==> config.mk <==
export PLATFORM = sky130hd
export DESIGN_NAME = lfsr_rng_gen
export DESIGN_NICKNAME = d
export VERILOG_FILES = /design/src/rtl/lfsr_rng_gen.sv
export SDC_FILE = /design/constraint.sdc
export NUM_CORES = 1
export LEC_CHECK = 0
export BUFFER_PORTS_ARGS = -buffer_cell sky130_fd_sc_hd__buf_2
export CORE_ASPECT_RATIO = 1.75
export CORE_MARGIN = 2
export CORE_UTILIZATION = 42
export DETAILED_ROUTE_END_ITERATION = 6
export SYNTH_ARGS = -nofsm -noshare
export SYNTH_HDL_FRONTEND = slang
export SYNTH_SLANG_ARGS = --single-unit
==> constraint.sdc <==
create_clock -name clock -period 2.2 [get_ports clock]
set_input_delay 0 -clock clock [delete_from_list [all_inputs] [get_ports clock]]
set_output_delay 0 -clock clock [all_outputs]
set_load 0.03 [all_outputs]
==> src/rtl/lfsr_rng_gen.sv <==
// lfsr_rng_gen: parameterised Fibonacci XNOR LFSR random-word generator.
// Each output word is taken after SHIFTS LFSR shifts. A runtime seed load and
// an enable are provided, and output uses a valid/ready handshake with back-pressure.
// Optional build macro RNG_SEED_GUARD_EN: an all-ones seed is replaced by
// DEFAULT_SEED and seed_err pulses for one cycle. Without the macro, seed_err is tied 0.
module lfsr_rng_gen #(
    parameter int                WIDTH        = 10,
    parameter logic [WIDTH-1:0]  TAPS         = 10'h246,
    parameter logic [WIDTH-1:0]  DEFAULT_SEED = 10'h3E7,
    parameter int                SHIFTS       = WIDTH
) (
    input  logic             clock,
    input  logic             reset_n,
    input  logic             enable,
    input  logic             seed_load,
    input  logic [WIDTH-1:0] seed_in,
    output logic [WIDTH-1:0] rnd,
    output logic             rnd_valid,
    input  logic             rnd_ready,
    output logic             seed_err
);

    localparam logic [7:0] LAST = 8'(SHIFTS - 1);

    logic [WIDTH-1:0] lfsr;
    logic [WIDTH-1:0] lfsr_next;
    logic [WIDTH-1:0] seed_eff;
    logic [7:0]       count;
    logic             fb;
    logic             last;
    logic             stall;
    logic             advance;
    logic             produce;

    // XNOR feedback makes all-ones the lock-up state, so all-zeros is legal.
    assign fb        = ~^(lfsr & TAPS);
    assign lfsr_next = {lfsr[WIDTH-2:0], fb};

    // A finished word may only leave the LFSR once the previous word is gone.
    assign last    = (count == LAST);
    assign stall   = last && rnd_valid && !rnd_ready;
    assign advance = !seed_load && enable && !stall;
    assign produce = advance && last;

`ifdef RNG_SEED_GUARD_EN
    logic seed_bad;

    assign seed_bad = &seed_in;
    assign seed_eff = seed_bad ? DEFAULT_SEED : seed_in;

    // Flag a rejected all-ones seed on the cycle after the load.
    always_ff @(posedge clock or negedge reset_n) begin
        if (!reset_n)
            seed_err <= 1'b0;
        else
            seed_err <= seed_load && seed_bad;
    end
`else
    assign seed_eff = seed_in;
    assign seed_err = 1'b0;
`endif

    // LFSR state and shift counter. A seed load takes priority over enable.
    always_ff @(posedge clock or negedge reset_n) begin
        if (!reset_n) begin
            lfsr  <= DEFAULT_SEED;
            count <= 8'd0;
        end else if (seed_load) begin
            lfsr  <= seed_eff;
            count <= 8'd0;
        end else if (advance) begin
            lfsr  <= lfsr_next;
            count <= last ? 8'd0 : count + 8'd1;
        end
    end

    // Output word and valid flag. A new word may replace one being taken in the same cycle.
    always_ff @(posedge clock or negedge reset_n) begin
        if (!reset_n) begin
            rnd       <= '0;
            rnd_valid <= 1'b0;
        end else if (seed_load) begin
            rnd_valid <= 1'b0;
        end else if (produce) begin
            rnd       <= lfsr_next;
            rnd_valid <= 1'b1;
        end else if (rnd_valid && rnd_ready) begin
            rnd_valid <= 1'b0;
        end
    end

endmodule

## Yosys cells after proc, flatten, opt, wreduce, memory -nomap -nowiden

Cells that the tools add are included.

- Logic and storage cells: 28
- Register bits: 29

- Reductions and logical operators: 13
- Add/subtract/negate cells: 1
- Muxes and demuxes: 8
- Bitwise gates (word level): 1
- Equal/unequal tests: 1

Operators with widths:

| operator | number |
|---|---|
| 8-bit 2-to-1 mux | 3 |
| 10-bit 2-to-1 mux | 2 |
| 10-bit XNOR reduction | 1 |
| 8-bit by 1-bit adder with 8-bit output, second input constant | 1 |
| 8-bit by 4-bit equality test with 1-bit output, second input constant | 1 |
| 1-bit logical AND | 6 |
| 1-bit logical NOT | 3 |
| 1-bit 2-to-1 mux | 3 |
| 3-bit nonzero test | 1 |
| 2-bit AND reduction | 1 |
| 2-bit nonzero test | 1 |
| 1-bit NOT | 1 |

## Depth between registers and ports, before layout

Gate-level depths: netlist of run 1.

- Depth after elaboration: 8
- Depth in mapped cells: 7
- Mapped depth without buffers: 6

## Least setup slack after synthesis of run 1

Ideal clock, no wire load.

- Kind: register to register
- Start point: reg count[1]
- End point: reg lfsr[0]
- Buffers on the path: 0
- Setup time: 0.082 ns
- Stages on the path, launching flop included: 7
- Path slack: 0.344 ns
- Data arrival time: 1.773 ns
- Cell sequence: dfrtp_1 -> inv_1 -> ha_1 -> nand4bb_1 -> o31ai_2 -> mux2_2 -> mux2_2

- Word-level cells in the longest chain between the ends: 6

RTL lines:

| what | line | text |
|---|---|---|
| from (decl) | 28 | `logic [7:0] count;` |
| from (signal assigned) | 73 | `count <= last ? 8'd0 : count + 8'd1;` |
| 8-bit by 4-bit equality test with 1-bit output | 40 | `assign last = (count == LAST);` |
| 1-bit logical AND (2 in series) | 41 | `assign stall = last && rnd_valid && !rnd_ready;` |
| 1-bit logical NOT | 42 | `assign advance = !seed_load && enable && !stall;` |
| 1-bit logical AND | 42 |  |
| 2-bit nonzero test (no line) | - |  |
| to (signal assigned) | 72 | `lfsr <= lfsr_next;` |
| to (decl) | 25 | `logic [WIDTH-1:0] lfsr;` |

Every way passes these cells.
A chain may end at the register's enable or synchronous reset.

## Final worst setup path of run 1

- Start point: reg count[1]
- End point: reg lfsr[6]

Same word-level chain as after synthesis.

==> summary.md, run 1 <==
| Metric | Value |
|---|---|
| Clk_skew | 0.0113 ns |
| # resized after CTS | 0 |
| CP Data Required Time | 2.40 ns |
| Slew margin rel. | 57.1% |
| Total CTS buffers | 5 |
| Synth Instances | 115 |
| Num ports | 27 |
| Synthesized flop and latch total | 29 |
| Post-CTS setup buffer count | 0 |
| Post-Synthesis Cell Area | 1400 µm² |
| DRT iter0 DRCs | 9 |
| Min Hold Slack | 0.0754 ns |
| CTS max path bufs | 2 |
| Antenna fix cells | 0 |
| Synth async-reset ratio | 100% |
| Global-route wire length before repair | 4.66 mm |
| Main synth FF type | dfrtp_1 |
| Routability cong. | 0.737 |
| Final setup violation count | 0 |
| Crit path time final | 1.99 ns |
| Max-Cap Viols | 0 |
| Fin Setup TNS | 0 ns |
| Slew Limit Fails | 0 |
| Vias in the first global route | 1023 |
| Tcrit/Tclk final | 90.4% |
| Via Count | 1025 |
| Hold Path Class | primary input to register |
| Drt total wl | 2.88 mm |
| Syn_nets | 132 |
| Fmax | 503 MHz |
| Hold bufs inserted after CTS | 11 |
| Slew @ Worst Pin | 0.643 ns |
| Status | complete, no violations |
| First-pass DRT Iterations | 4 |
| Area Overhead vs Synth | 26.1% |
| CTS tree | yes |
| Distinct cells, synth | 32 |
| P_leak | 0.854 nW |
| Pwr Density | 649 nW/µm² |
| Post-synth EDFFs | 0 |
| Starting Density | 44.2% |
| Row count | 27 |
| WL/cell | 14.3 µm |
| Clock Sinks | 29 |
| GRT overflow | 0 |
| Mean post-synth cell area | 12.2 µm² |
| Layout cells sized above 1 | 39.2% |
| Post-route ant nets | 0 |
| Core area | 3180 µm² |
| Residual DRC | 0 |
| Hold Vio Cnt, Final | 0 |
| IO buf count | 25 |
| Final nets | 174 |
| Post-synthesis sequential area ratio | 52.5% |
| Crit path max fanout | 5 |
| CTS root buffer | clkbuf_8 |
| Die Wd | 47.7 µm |
| Initial antenna violation count | 0 |
| Reg clk slew, reported paths | 0.06 ns |
| Largest net degree at the start of global routing | 30 |
| Die height | 80.4 µm |
| Detail Placement HPWL | 2.10 mm |
| CP Launch Type | register |
| Crit path DAT | 2.19 ns |
| RSZ-0062 raised after global routing | no |
| Tot GR Track Use | 17.4% |
| Crit. End Element | register |
| Clk_lat worst skew | 0.28 ns |
| Maximum vdd drop | 0.476 mV |
| DIE AREA | 3840 µm² |
| Worst Path Class, Setup | register to register |
| Yosys warnings | 0 |
| H-tree depth | 2 |
| Avg Vias per Cell | 5.10 |
## worst paths after layout
path                             end  slack [ns]       from  depth (start not counted)
setup / recovery             lfsr[6]        0.21   count[1]                          6
hold / removal             rnd_valid        0.08  rnd_ready                          3
setup reg to reg             lfsr[6]        0.21   count[1]                          6
hold reg to reg               rnd[1]        0.50     rnd[1]                          1
max in group asynchronous   count[4]        1.50    reset_n                          2
min in group asynchronous     rnd[6]        0.27    reset_n                          2
## routing by layer
layer  GRT usage (%)  part of all wire, %  vias to the layer above
li1                -                    -                      497
met5               0                    0                        -
met3            4.72                  2.8                        5
met1            19.6                   39                      505
met4            6.49                  1.7                        0
met2            29.6                   56                       18
## cell usage in the layout (no fill, tap or decap), types with 2 or more instances in the layout
cell	n
dfstp_2	8
and3_1	2
nand2_1	9
mux2_2	14
ha_1	2
xnor2_1	5
nand2b_1	2
a211o_1	3
nor3_1	5
nand3_1	3
o21ai_0	4
and2_1	8
buf_2	25
clkbuf_8	5
a221o_1	8
clkinv_2	2
dlygate4sd3_1	11
nor2_1	4
dfrtp_1	21
buf_4	3
## flip-flops by register name (all words and copies together), names as in the netlist
| register | flops |
|---|---|
| lfsr | 10 |
| rnd | 10 |
| rnd_valid | 1 |
| count | 8 |
## critical path, stage by stage (launching register included)
cell and delay (ns):
dfrtp_1 0.41, inv_1 0.07, ha_1 0.13, nand4bb_1 0.30, o31ai_2 0.39, mux2_2 0.36, mux2_2 0.26
## layout make-up
cell class              count  area [µm²]
clock buffers               6        72.6
clock inverters             2        10.0
fillers                   312        1410
inverters                   1        3.75
multi-input cells          81         636
flip-flops and latches     29         736
well taps                  43        53.8
repair buffers             39         258
## where the power goes
group | switching [mW] | total (mW) | internal, mW
registers | 0.0261 | 0.601 | 0.575
logic | 0.0610 | 0.133 | 0.0724
clock network | 0.195 | 0.414 | 0.218
## kinds of logic (layout without fill, tap and decap cells)
logic type      Yosys count  in the layout  share of synthesized area [%]
fa+ha+maj                 2              2                           1.78
compound gates           20             20                           13.6
buf+inv                   5             48                           2.23
other cells               1              1                          0.267
xor+xnor                  5              5                           3.12
mux                      14             14                           11.2
simple gates             39             39                           15.3
flops                    29             29                           52.5
## metrics by stage
step	utilization (%)	power (mW)	cells	cell area (µm²)	setup WS [ns]
5_1_grt	55.7	1.21	201	1770	0.114
3_3_place_gp	49.6	0.727	182	1580	0.256
3_5_place_dp	49.6	0.731	182	1580	0.220
2_1_floorplan	-	0.680	115	1400	0.344
6_report	55.7	1.15	201	1770	0.212
4_1_cts	55.7	1.17	201	1770	0.201
## cell usage after synthesis (all sizes together) (2+ instances only)
cell | count | area, µm²
nand2b | 2 | 12.5
ha | 2 | 25.0
xnor2 | 5 | 43.8
nor3 | 5 | 25.0
buf | 3 | 23.8
nand3 | 3 | 15.0
nor2 | 4 | 15.0
and3 | 2 | 12.5
nand2 | 9 | 33.8
dfstp | 8 | 210
and2 | 8 | 50.1
o21ai | 5 | 28.8
a221o | 8 | 80.1
a211o | 3 | 26.3
dfrtp | 21 | 526
mux2 | 14 | 158
(Power assumes the default switching activity.)
==> run 2, diff against run 1 <==
Settings changed: RECOVER_POWER set to 50.
==> summary.md, run 2 (synthesized netlist as in run 1, its figures left out) <==
| Metric | Value |
|---|---|
| Crit. End Element | register |
| WL/cell | 14.3 µm |
| Antenna fix cells | 0 |
| Via Count | 1027 |
| Worst flop-to-flop path endpoint | lfsr[6] |
| Hold Vio Cnt, Final | 0 |
| Die height | 80.4 µm |
| Footprint of the multi-input gates | 636 µm² |
| Crit path time final | 1.99 ns |
| Fin Setup TNS | 0 ns |
| Post-route ant nets | 0 |
| Worst Path Class, Setup | register to register |
| RR Startpoint | count[1] |
| P_leak | 0.808 nW |
| CTS max path bufs | 2 |
| Crit path max fanout | 5 |
| Slew margin rel. | -3.54% |
| Slew @ Worst Pin | 1.55 ns |
| Worst setup path startpoint | count[1] |
| Min Hold Slack | 0.0777 ns |
| Total CTS buffers | 5 |
| Worst reg-to-reg path cell count | 6 |
| Routability cong. | 0.737 |
| Leading cell type in the layout, fill and taps excluded | dfrtp_1 |
| Layout cells sized above 1 | 32.3% |
| First-pass DRT Iterations | 4 |
| Clock Sinks | 29 |
| Starting Density | 44.2% |
| Drt total wl | 2.88 mm |
| Pre-CTS setup slack | 0.220 ns |
| Num ports | 27 |
| Global-route wire length before repair | 4.66 mm |
| Row count | 27 |
| Hold Path Class | primary input to register |
| Dpl cell area | 1580 µm² |
| FF/Latch Area | 736 µm² |
| Fin worst setup slack | 0.215 ns |
| H-tree depth | 2 |
| Die Wd | 47.7 µm |
| Hold bufs inserted after CTS | 11 |
| Power, Total | 1.15 mW |
| Initial antenna violation count | 0 |
| CP Data Required Time | 2.40 ns |
| Status | finished with violations |
| Worst Hold Depth | 3 |
| # resized after CTS | 0 |
| Clk_skew | 0.0115 ns |
| Placed cell count | 182 |
| CTS tree | yes |
| Final setup violation count | 0 |
| Maximum vdd drop | 0.476 mV |
| Worst hold start | rnd_ready |
| CTS root buffer | clkbuf_8 |
| GRT overflow | 0 |
| Max-Cap Viols | 1 |
| Fmax | 504 MHz |
| Area Overhead vs Synth | 25.2% |
| Worst hold endpoint | rnd_valid |
| RSZ-0062 raised after global routing | no |
| DRT iter0 DRCs | 9 |
| Tot GR Track Use | 17.4% |
| Reg clk slew, reported paths | 0.06 ns |
| Tcrit/Tclk final | 90.2% |
| Final nets | 174 |
| Residual DRC | 0 |
| DIE AREA | 3840 µm² |
| IO buf count | 25 |
| Fin util | 55.3% |
| Slew Limit Fails | 30 |
| Core area | 3180 µm² |
| Avg Vias per Cell | 5.11 |
| Pwr Density | 653 nW/µm² |
| Clk_lat worst skew | 0.28 ns |
| Reg2Reg Setup Slack | 0.21 ns |
| Crit path DAT | 2.18 ns |
| Largest net degree at the start of global routing | 30 |
| Commonest non-fill, non-tap cells in the layout | 21 x dfrtp_1, 14 x mux2_2, 14 x buf_2 |
| Failing checks | capacitance limit, slew limit |
| Fill count | 320 |
| Vias in the first global route | 1023 |
| Fin cells | 201 |
| CP Launch Type | register |
| Post-CTS setup buffer count | 0 |
| Detail Placement HPWL | 2.10 mm |
| Final Cell Area | 1760 µm² |
| Biggest regs | lfsr: 10 flops, rnd: 10 flops, count: 8 flops |
## run 2: changes by cell type in the layout (fill, tap and decap cells not counted)
cell	change
clkbuf_1	+11
buf_2	-11
## run 2: critical path, cell delays in order, from the launching register on
cell and delay [ns]:
dfrtp_1 0.41, inv_1 0.07, ha_1 0.13, nand4bb_1 0.30, o31ai_2 0.39, mux2_2 0.36, mux2_2 0.26
## run 2: power breakdown
| part | leakage (nW) | internal (mW) | switching, mW |
|---|---|---|---|
| Combinational | 0.390 | 0.0717 | 0.0610 |
| Clock | 0.0450 | 0.218 | 0.194 |
| Sequential | 0.372 | 0.575 | 0.0263 |
## run 2: final cells by class
cell class,instances,area share [%]
clock inverter,2,0.570
multi-input combinational,81,36.2
inverter,1,0.214
tap,43,3.06
sequential,29,41.9
timing repair buffer,39,13.9
clock buffer,6,4.13
## run 2: how the worst max path moves through the flow
stage | endpoint | slack (ns) | cells past startpoint
3_3_place_gp | lfsr[6] | 0.26 | 6
2_1_floorplan | lfsr[0] | 0.34 | 6
4_1_cts | lfsr[6] | 0.20 | 6
5_1_grt | lfsr[6] | 0.11 | 6
3_5_place_dp | lfsr[6] | 0.22 | 6
6_report | lfsr[6] | 0.21 | 6
## run 2: layer usage
| metal | GRT usage, % | wire, µm | vias up |
|---|---|---|---|
| met5 | 0 | 0 | - |
| met4 | 6.49 | 50 | 0 |
| met3 | 4.72 | 79 | 5 |
| met2 | 29.6 | 1620 | 18 |
| met1 | 19.6 | 1130 | 507 |
| li1 | - | - | 497 |
==> run 3, diff against run 2 <==
Settings changed: REMOVE_ABC_BUFFERS set to 1.
==> summary.md, run 3 (synthesized netlist as in run 1, its figures left out) <==
| Metric | Value |
|---|---|
| Status | finished with violations |
| Failing checks | capacitance limit, slew limit |
| Vias in the first global route | 1113 |
| Top cell by count, worst path | mux2_2 |
| Core area | 3180 µm² |
| Slowest stage cell, crit path | dfrtp_1 |
| Tot GR Track Use | 18.5% |
| Maximum vdd drop | 0.579 mV |
| Slew Limit Fails | 30 |
| CTS max path bufs | 2 |
| Worst Hold Depth | 3 |
| Largest net degree at the start of global routing | 30 |
| Num ports | 27 |
| Antenna fix cells | 0 |
| Psw | 281 µW |
| Final nets | 176 |
| Pre-CTS setup slack | 0.303 ns |
| IO buf count | 25 |
| Commonest non-fill, non-tap cells in the layout | 21 x dfrtp_1, 16 x buf_2, 14 x mux2_2 |
| Initial antenna violation count | 0 |
| Worst reg-to-reg path cell count | 6 |
| Clock Sinks | 29 |
| CTS tree | yes |
| Worst Path Class, Setup | register to register |
| Leading cell type in the layout, fill and taps excluded | dfrtp_1 |
| Die Wd | 47.7 µm |
| Fin worst setup slack | 0.298 ns |
| Biggest regs | lfsr: 10 flops, rnd: 10 flops, count: 8 flops |
| CP Data Required Time | 2.41 ns |
| Worst hold endpoint | rnd_valid |
| Dpl cell area | 1590 µm² |
| Slew @ Worst Pin | 1.56 ns |
| Pwr Density | 718 nW/µm² |
| Worst flop-to-flop path endpoint | lfsr[6] |
| Hold Path Class | primary input to register |
| Final Cell Area | 1810 µm² |
| Clk_lat worst skew | 0.28 ns |
| Reg clk slew, reported paths | 0.06 ns |
| DRT iter0 DRCs | 17 |
| RSZ-0062 raised after global routing | no |
| Final setup violation count | 0 |
| Global-route wire length before repair | 4.98 mm |
| Drt total wl | 3.02 mm |
| Worst-path cell chain | inv_1 > ha_1 > nand4bb_1 > o31ai_2 > mux2_2 > mux2_2 |
| Worst hold start | rnd_ready |
| Detail Placement HPWL | 2.21 mm |
| Reg2Reg Setup Slack | 0.30 ns |
| Crit path DAT | 2.11 ns |
| Starting Density | 44.2% |
| Slew margin rel. | -4.25% |
| Avg Vias per Cell | 5.24 |
| Sw frac | 21.7% |
| P_leak | 0.839 nW |
| RR Startpoint | count[1] |
| Total CTS buffers | 5 |
| H-tree depth | 2 |
| Die height | 80.4 µm |
| Post-route ant nets | 0 |
| Layout cells sized above 1 | 34.4% |
| GRT overflow | 0 |
| Crit-path max cell delay | 0.41 ns |
| Routability cong. | 0.815 |
| Residual DRC | 0 |
| CP Launch Type | register |
| Hold Vio Cnt, Final | 0 |
| Fmax | 526 MHz |
| Row count | 27 |
| Reg power frac | 46.3% |
| Gate power share | 10.4% |
| Crit path time final | 1.90 ns |
| Clk_skew | 0.00320 ns |
| CTS root buffer | clkbuf_8 |
| Crit. End Element | register |
| DIE AREA | 3840 µm² |
| Clk network pwr share | 43.3% |
| Max-Cap Viols | 1 |
| WL/cell | 14.9 µm |
| Power, Total | 1.30 mW |
| Via Count | 1063 |
| Fin util | 56.9% |
| Crit path max fanout | 5 |
| Tcrit/Tclk final | 86.4% |
| Fill count | 292 |
| First-pass DRT Iterations | 4 |
| P_int | 1.02 mW |
| Fin Setup TNS | 0 ns |
| # resized after CTS | 0 |
| Area Overhead vs Synth | 28.8% |
-- run 3: cell count changes in the layout (fill, tap and decap cells not counted), sizes merged --
cell and change:
buf +4, bufinv +1, clkbuf -1, clkinv -2
-- run 3: cell type report --
class	count	area, µm²	share of cell area [%]
clock buffers	7	86.3	4.78
inverters	1	3.75	0.208
repair buffers	41	262	14.5
flip-flops and latches	29	736	40.7
multi-input cells	81	636	35.2
clock inverters	1	30.0	1.66
well taps	43	53.8	2.98
-- run 3: metrics by stage --
step | instances | hold slack, ns
CTS | 203 | 0.0826
global placement | 184 | 0.0669
detailed placement | 184 | 0.0662
floorplan | 111 | -0.296
global route | 203 | 0.115
finish | 203 | 0.0815
-- run 3: routing by layer --
metal | share of wire, % | routed length [µm] | global-route usage, %
met2 | 55 | 1680 | 31.7
met1 | 40 | 1200 | 19.7
met5 | 0 | 0 | 0
met3 | 2.7 | 81 | 4.49
met4 | 2.1 | 63 | 9.19
-- run 3: worst max-delay path by stage --
| stage | start | endpoint | slack [ns] | cells past startpoint |
|---|---|---|---|---|
| detailed placement | count[1] | lfsr[6] | 0.30 | 6 |
| floorplan | count[1] | lfsr[0] | 0.34 | 6 |
| global route | count[1] | lfsr[1] | 0.18 | 8 |
| global placement | count[1] | lfsr[0] | 0.34 | 6 |
| finish | count[1] | lfsr[6] | 0.30 | 6 |
| CTS | count[1] | lfsr[0] | 0.28 | 6 |
-- run 3: power by group through the flow --
| stage | combinational, mW | clock, mW | sequential [mW] |
|---|---|---|---|
| after floorplan | 0.0718 | 0 | 0.603 |
| after global placement | 0.120 | 0 | 0.610 |
| after detailed placement | 0.123 | 0 | 0.611 |
| after CTS | 0.138 | 0.580 | 0.602 |
| after global routing | 0.149 | 0.598 | 0.607 |
| final | 0.135 | 0.562 | 0.601 |
-- run 3: timing repair --
item                                   CTS  global route
hold buffers                            11             0
setup buffers                            0             0
endpoints found under the hold margin   31             0
-- run 3: worst max-delay path, delay by kind of cell (launching register included) --
| kind | cells | cell delay, ns |
|---|---|---|
| adders and majority gates | 1 | 0.14 |
| DFF | 1 | 0.41 |
| buffers and inverters | 1 | 0.07 |
| and+or+nand+nor | 1 | 0.24 |
| AOI/OAI and AO/OA | 1 | 0.36 |
| muxes | 2 | 0.62 |
